`src/rtl/bp_be_pkg.sv`:
```
// Shared backend definitions: late-writeback requester indices and the
// integer writeback packet the parent assembles from the arbiter outputs.
package bp_be_pkg;

  localparam int late_num_req_lp = 3;

  typedef enum logic [1:0] {
    e_late_long  = 2'd0,
    e_late_dmiss = 2'd1,
    e_late_f2i   = 2'd2
  } bp_be_late_wb_src_e;

  typedef struct packed {
    logic        late;
    logic        ird_w_v;
    logic [4:0]  rd_addr;
    logic [63:0] data;
  } bp_be_wb_pkt_s;

endpackage

```
`src/rtl/bp_be_rr_pick.sv`:
```
// Rotating-priority picker: the search starts at ptr_i and wraps, and the
// first valid requester found wins.
module bp_be_rr_pick #(
  parameter int num_req_p = 3
) (
  input  logic [num_req_p-1:0]         v_i,
  input  logic [$clog2(num_req_p)-1:0] ptr_i,
  output logic [num_req_p-1:0]         grant_o,
  output logic [$clog2(num_req_p)-1:0] idx_o,
  output logic                         v_o
);

  localparam int idx_w_lp = $clog2(num_req_p);

  int idx;

  always_comb begin
    grant_o = '0;
    idx_o   = '0;
    v_o     = 1'b0;
    idx     = 0;
    for (int j = 0; j < num_req_p; j++) begin
      idx = int'(ptr_i) + j;
      if (idx >= num_req_p) idx = idx - num_req_p;
      if (!v_o && v_i[idx]) begin
        v_o          = 1'b1;
        grant_o[idx] = 1'b1;
        idx_o        = idx_w_lp'(idx);
      end
    end
  end

endmodule

```
`src/rtl/bp_be_late_wb_arbiter.sv`:
```
// Shares the integer RF late-writeback port among long-latency producers,
// yielding to the early pipeline and stalling dispatch when they starve.
module bp_be_late_wb_arbiter
  import bp_be_pkg::*;
#(
  parameter int num_req_p        = late_num_req_lp,
  parameter int data_width_p     = 64,
  parameter int reg_addr_width_p = 5,
  parameter int starve_limit_p   = 4
) (
  input  logic                                  clk_i,
  input  logic                                  reset_n_i,
  input  logic [num_req_p-1:0]                  req_v_i,
  input  logic [num_req_p*reg_addr_width_p-1:0] req_rd_addr_i,
  input  logic [num_req_p*data_width_p-1:0]     req_data_i,
  output logic [num_req_p-1:0]                  req_ready_o,
  input  logic                                  early_wb_v_i,
  output logic                                  wb_v_o,
  output logic [reg_addr_width_p-1:0]           wb_rd_addr_o,
  output logic [data_width_p-1:0]               wb_data_o,
  output logic [$clog2(num_req_p)-1:0]          wb_src_o,
  output logic                                  stall_dispatch_o
);

  localparam int src_w_lp = $clog2(num_req_p);
  localparam int cnt_w_lp = $clog2(starve_limit_p + 1);
  localparam logic [cnt_w_lp-1:0] limit_lp = cnt_w_lp'(starve_limit_p);

  logic [num_req_p-1:0]        pick_grant;
  logic [src_w_lp-1:0]         pick_idx;
  logic                        pick_v;
  logic                        grant_en;
  logic                        any_grant;
  logic [reg_addr_width_p-1:0] sel_rd;
  logic [data_width_p-1:0]     sel_data;

  logic [src_w_lp-1:0]         ptr_q, ptr_d;
  logic [cnt_w_lp-1:0]         starve_cnt_q, starve_cnt_d;
  logic                        stall_q, stall_d;
  logic                        wb_v_q, wb_v_d;
  logic [reg_addr_width_p-1:0] wb_rd_q, wb_rd_d;
  logic [data_width_p-1:0]     wb_data_q, wb_data_d;
  logic [src_w_lp-1:0]         wb_src_q, wb_src_d;

  bp_be_rr_pick #(.num_req_p(num_req_p)) pick (
    .v_i     (req_v_i),
    .ptr_i   (ptr_q),
    .grant_o (pick_grant),
    .idx_o   (pick_idx),
    .v_o     (pick_v)
  );

  // Grants are suppressed while the early pipe owns the port and during reset.
  always_comb begin
    grant_en    = reset_n_i & ~early_wb_v_i;
    any_grant   = pick_v & grant_en;
    req_ready_o = pick_grant & {num_req_p{grant_en}};
    sel_rd      = req_rd_addr_i[int'(pick_idx)*reg_addr_width_p +: reg_addr_width_p];
    sel_data    = req_data_i[int'(pick_idx)*data_width_p +: data_width_p];
  end

  always_comb begin
    ptr_d        = ptr_q;
    wb_v_d       = 1'b0;
    wb_rd_d      = wb_rd_q;
    wb_data_d    = wb_data_q;
    wb_src_d     = wb_src_q;
    starve_cnt_d = starve_cnt_q;
    if (any_grant) begin
      ptr_d     = (pick_idx == src_w_lp'(num_req_p - 1)) ? '0 : pick_idx + 1'b1;
      wb_v_d    = |sel_rd;
      wb_rd_d   = sel_rd;
      wb_data_d = sel_data;
      wb_src_d  = pick_idx;
    end
    if (any_grant || !(|req_v_i)) begin
      starve_cnt_d = '0;
    end else if (early_wb_v_i && (starve_cnt_q != limit_lp)) begin
      starve_cnt_d = starve_cnt_q + 1'b1;
    end
    stall_d = (starve_cnt_d == limit_lp);
  end

  always_ff @(posedge clk_i or negedge reset_n_i) begin
    if (!reset_n_i) begin
      ptr_q        <= '0;
      starve_cnt_q <= '0;
      stall_q      <= 1'b0;
      wb_v_q       <= 1'b0;
      wb_rd_q      <= '0;
      wb_data_q    <= '0;
      wb_src_q     <= '0;
    end else begin
      ptr_q        <= ptr_d;
      starve_cnt_q <= starve_cnt_d;
      stall_q      <= stall_d;
      wb_v_q       <= wb_v_d;
      wb_rd_q      <= wb_rd_d;
      wb_data_q    <= wb_data_d;
      wb_src_q     <= wb_src_d;
    end
  end

  assign wb_v_o           = wb_v_q;
  assign wb_rd_addr_o     = wb_rd_q;
  assign wb_data_o        = wb_data_q;
  assign wb_src_o         = wb_src_q;
  assign stall_dispatch_o = stall_q;

endmodule

```
`config.mk`:
```
export PLATFORM = sky130hd
export DESIGN_NAME = bp_be_late_wb_arbiter
export DESIGN_NICKNAME = d
export VERILOG_FILES = /design/src/rtl/bp_be_pkg.sv /design/src/rtl/bp_be_rr_pick.sv /design/src/rtl/bp_be_late_wb_arbiter.sv
export SDC_FILE = /design/constraint.sdc
export NUM_CORES = 1
export LEC_CHECK = 0
export ABC_CLOCK_PERIOD_IN_PS = 3760
export CORE_AREA = 2 2 112 114
export CTS_CLUSTER_SIZE = 30
export DETAILED_ROUTE_END_ITERATION = 8
export DIE_AREA = 0 0 114 116
export GPL_TIMING_DRIVEN = 1
export PLACE_DENSITY_LB_ADDON = 0.08
export SLEW_MARGIN = 20
export SYNTH_ARGS = -nofsm -noshare
export SYNTH_HDL_FRONTEND = slang
export SYNTH_SLANG_ARGS = --single-unit
```
`constraint.sdc`:
```
create_clock -name clk_i -period 3.76 [get_ports clk_i]
set_input_delay 0.564 -clock clk_i [delete_from_list [all_inputs] [get_ports clk_i]]
set_output_delay 0.564 -clock clk_i [all_outputs]
set_load 0.05 [all_outputs]
```
Word-level counts from Yosys, hierarchy flattened
Cells that the tools add are included.
- add/sub/neg operators: 7
- $mul: 1
- magnitude comparators: 9
- equality and inequality tests: 3
- shift operators: 2
- mux-type cells: 31
- bitwise logic cells: 6
- reduce and logical (&&, ||, !) cells: 12
- operator list (cell ; count):
    indexed part select 192 x 9 -> 64 bit ; 1
    >= comparator 32 x 1 -> 1 bit (second input constant) ; 3
    < comparator 32 x 4 -> 1 bit (second input constant) ; 3
    two-way mux 32 bit ; 3
    >= comparator 32 x 3 -> 1 bit (second input constant) ; 2
    subtractor 32 x 3 -> 32 bit (second input constant) ; 2
    two-way mux 3 bit ; 5
    indexed part select 15 x 6 -> 5 bit ; 1
    two-way mux 1 bit ; 13
    two-way mux 2 bit ; 4
    binary-select mux 1 bit (select 2 bit) ; 3
    demux 1 bit (select 2 bit) ; 3
    logical AND 1 bit ; 6
    OR 3 bit ; 2
    multiplier 2 x 3 -> 5 bit (second input constant) ; 1
    OR reduction 5 bit ; 1
    adder 2 x 1 -> 3 bit (second input constant) ; 1
    adder 2 x 2 -> 3 bit (second input constant) ; 1
    adder 3 x 1 -> 3 bit (second input constant) ; 1
    AND 3 bit ; 1
    == test 3 bit (second input constant) ; 1
    logical NOT 1 bit ; 3
    inequality test 3 bit (second input constant) ; 1
    OR reduction 3 bit ; 1
    other kinds (7) ; 8
- flip-flop bits (word level): 78
- bits of input ports: 213
- output and inout bits: 76

Longest topological paths before layout
- depth in word-level cells: 16
- gate-level depth with buffers: 12

Hierarchy
A second synthesis with hierarchy kept.
- cells, all modules: 518
- area, all modules: 4603.2 um^2
- by module, submodules not included (module ; instances ; cells each ; area each (um^2) ; sequential area each (um^2)):
    bp_be_late_wb_arbiter ; 1 ; 466 ; 4221.5 ; 1951.9
    bp_be_rr_pick ; 1 ; 52 ; 381.6 ; 0.0

Worst setup path before layout
No wires, ideal clock.
- kind: reg2out
- from: reg ptr_q[0]
- to: out req_ready_o[1]
- arrival: 2669 ps
- data required time: 3196 ps
- slack: 527 ps
- cell stages (with the launch flop): 9
- cells stage by stage: dfrtp_1 -> inv_1 -> ha_1 -> buf_2 -> nand3b_1 -> o21ai_2 -> nor4bb_1 -> nor2b_1 -> nor3_1
- cells in the longest elaborated chain, start to end: 13
- ends and longest elaborated chain (what ; line ; text):
    start: declaration ; bp_be_late_wb_arbiter.sv:37 ; logic [src_w_lp-1:0] ptr_q, ptr_d;
    start signal: assignment ; bp_be_late_wb_arbiter.sv:94 ; ptr_q <= ptr_d;
    parallel branches: the longest is 11 deep, another holds subtractor 32 x 3 -> 32 bit ; -- ;
    two-way mux 3 bit * ; bp_be_rr_pick.sv:25 ; if (!v_o && v_i[idx]) begin
    AND 3 bit * ; bp_be_late_wb_arbiter.sv:57 ; req_ready_o = pick_grant & {num_req_p{grant_en}};
    end: declaration ; bp_be_late_wb_arbiter.sv:16 ; output logic [num_req_p-1:0] req_ready_o,
Mark *: on every way between the ends. The select of a mux whose other input is x is not followed.

Final worst setup path
Same ends and word-level chain as after synthesis.

==> summary.md <==
| Metric | Value |
|---|---|
| Outcome | finished, final reports clean |
| Flop pwr share | 0.187 |
| First-pass GRT wire length | 22910 µm |
| Netlist cell types | 41 |
| Crit path buf inv count | 2 |
| CP Cell Sequence | inv_1, ha_1, mux2i_1, o21ai_2, nor4bb_1, nor2b_1, nor3_1, buf_12 |
| Vias after detailed routing | 4517 |
| Kind of critical path | reg -> out |
| Reg clk slew, reported paths | 0.06 ns |
| Rows | 40 |
| Clock skew | 0.007714 ns |
| Drt drc | 0 |
| P&R area growth vs syn | 70.51% |
| First-pass DRT Iterations | 6 |
| Postcts setup bufs | 0 |
| Vias in the first global route | 4603 |
| Setup crit start kind | flop |
| Crit path DAT | 2.97 ns |
| Synth warn | 0 |
| Vias/cell | 5.002 |
| Post-synthesis sequential area ratio | 0.4071 |
| Top Metal Used | met4 |
| CTS sink count | 78 |
| Share of layout cells above drive strength 1 | 0.08862 |
| DIE AREA | 13220 µm² |
| Metal2 WL | 7830 µm |
| CP top delay family | simple AND/OR/NAND/NOR gates |
| Clk root buf | clkbuf_16 |
| Synth Register Bits | 78 |
| Chip width | 114 µm |
| Largest net degree at the start of global routing | 59 |
| Hold Slack | 0.2687 ns |
| TNS Setup | 0 ns |
| # diodes | 0 |
| Max Fclk | 282.6 MHz |
| CORE AREA | 11910 µm² |
| Routed Antenna Nets | 0 |
| Synth Area in Simple Gates | 0.09368 |
| Ys async rst share | 1.000 |
| Wire per inst | 16.64 µm |
| Total GRT Usage | 0.2215 |
| Pre-CTS WS | 0.3454 ns |
| Max-slew violations | 0 |
| Total gr overflow | 0 |
| RSZ-0062 raised after global routing | no |
| Nets | 970 |
| Htree depth | 3 |
| Crit-path max cell delay | 0.56 ns |
| Critical path required time | 3.20 ns |
| Final hold vios | 0 |
| Routability Congestion | 0.8845 |
| Mean area per synthesized cell | 10.09 µm² |
| Antenna violations before repair | 0 |
| XOR/XNOR Fraction of Synth Area | 0.001827 |
| Final total power | 0.007763 W |
| Pwr/cell area | 949.6 nW/µm² |
| Clk buf depth | 2 |
| Num CTS Buffers | 9 |
| Worst Path Max Fanout | 11 |
| Final worst slack | 0.2213 ns |
| Post-synth EDFFs | 0 |
| Post-layout min period | 3.539 ns |
| Initial Utilization | 0.4025 |
| Clock latency on the worst-skew pair | 0.33 ns |
| Crit path capture type | output pin |
| Synth Area in Compound Gates | 0.1161 |
| Main combinational cell family by area after synthesis | multiplexers |
| Net Sw Frac | 0.4721 |
| P_sw | 0.003665 W |
| I/O pins | 289 |
| P_leak | 3.681 nW |
| # Max-Cap Violations | 0 |
| Pint | 0.004098 W |
| Hold Path Class | in -> async |
| WL met1 | 5444 µm |
| Worst path slowest cell | nor4bb_1 |
| Fin crit share | 0.9411 |
| Primary FF master, synth | dfrtp_1 |
| PortBufs | 288 |
| Die height | 116 µm |
| Post-Route WL | 15030 µm |
| Mux cell area share after synthesis | 0.3171 |
| Slew @ Worst Pin | 0.6070 ns |
| Syn nets | 694 |
| Detailed placement HPWL | 11820 µm |
| Post-Syn Area | 4795 µm² |
| Slew HR | 0.5953 |
| Final setup fails | 0 |
| CTS tree | yes |
| Combinational power share | 0.678 |
| Clock power share | 0.135 |
| WL met3 | 1520 µm |
| Cells after Synth | 475 |
| Drt first-iter violations | 125 |
| Adder-cell share of the synthesized area | 0.01566 |
| Max VDD drop | 0.6609 mV |
==> placed cells by master, fill, tap and decap left out, drive strengths merged, types with 2 or more instances in the layout <==
| master | instances |
|---|---|
| nand2b | 3 |
| nand2 | 78 |
| ha | 6 |
| a21oi | 4 |
| clkdlybuf4s50 | 284 |
| o21ai | 79 |
| inv | 10 |
| mux2i | 72 |
| buf | 13 |
| mux2 | 71 |
| nor2 | 10 |
| nor2b | 2 |
| nor3 | 4 |
| nand3b | 4 |
| clkinv | 2 |
| clkbuf | 10 |
| bufinv | 4 |
| dfrtp | 78 |
==> registers in the layout (all words and copies together), names as in the netlist <==
name / cells
wb_src_o: 2
starve_cnt_q: 3
wb_v_o: 1
stall_dispatch_o: 1
wb_rd_addr_o: 5
wb_data_o: 64
ptr_q: 2
==> synth_stat cells (all sizes together) (2+ instances only) <==
library cell,number,share of area
o21ai,79,0.083
dfrtp,78,0.41
nand2,78,0.061
mux2i,72,0.15
mux2,71,0.17
buf,22,0.032
clkbuf,11,0.0086
inv,10,0.0078
nor2,10,0.0078
ha,6,0.016
a21oi,4,0.0042
nand3b,4,0.0063
nor3,4,0.0042
nand2b,3,0.0039
nor2b,2,0.0026
==> path summary, 6_finish.rpt <==
check | startpoint | endpoint | slack [ns] | cells past startpoint
setup / recovery | ptr_q[0] | req_ready_o[1] | 0.22 | 8
hold / removal | reset_n_i | stall_dispatch_o | 0.27 | 2
setup reg to reg | ptr_q[0] | wb_data_o[41] | 0.81 | 9
hold reg to reg | wb_data_o[14] | wb_data_o[14] | 0.48 | 2
max in group asynchronous | reset_n_i | wb_data_o[9] | 2.52 | 3
min in group clk_i | wb_data_o[14] | wb_data_o[14] | 0.48 | 2
==> area by class of cell <==
type                       instances  area, µm²
clock buffer                      10      229.0
clock inverter                     6      133.9
fill                             972       3736
inverter                          10      37.54
multi-input combinational        354       2636
sequential                        78       1952
tap                              147      183.9
timing repair buffer             298       3003
==> what timing repair did <==
action                                  in CTS  in global routing
endpoints found under the setup margin       0                  1
hold buffers                                 0                  0
resized for setup                            0                  1
==> logic make-up (layout without fill, tap and decap cells) <==
| family | Yosys count | in the layout |
|---|---|---|
| adder cells (fa/ha/maj) | 6 | 6 |
| XOR/XNOR | 1 | 1 |
| multiplexers | 143 | 143 |
| AND/OR/NAND/NOR | 106 | 106 |
| AO/OA/AOI/OAI | 98 | 98 |
| buffers and inverters | 43 | 324 |
| flip-flops | 78 | 78 |
==> routing by layer <==
| metal | track usage | vias to the layer above |
|---|---|---|
| li1 | - | 2224 |
| met4 | 0.05610 | 0 |
| met1 | 0.2364 | 2073 |
| met5 | 0 | - |
| met2 | 0.4147 | 202 |
| met3 | 0.08107 | 18 |
==> power groups by stage <==
stage | Sequential, W | Clock, W | Combinational, W
final | 0.00145 | 0.00105 | 0.00526
after global routing | 0.00150 | 0.00112 | 0.00562
after CTS | 0.00145 | 0.00107 | 0.00532
after detailed placement | 0.00146 | 0 | 0.00530
after global placement | 0.00144 | 0 | 0.00522
after floorplan | 0.00272 | 0 | 0.00250
==> through the flow <==
step	utilization	instance area, µm²	cells
5_1_grt	0.6863	8175	903
3_3_place_gp	0.6557	7810	887
4_1_cts	0.6861	8173	903
2_1_floorplan	-	4795	475
6_report	0.6863	8175	903
3_5_place_dp	0.6557	7810	887
Note: power is estimated with default switching activity, not from simulation.
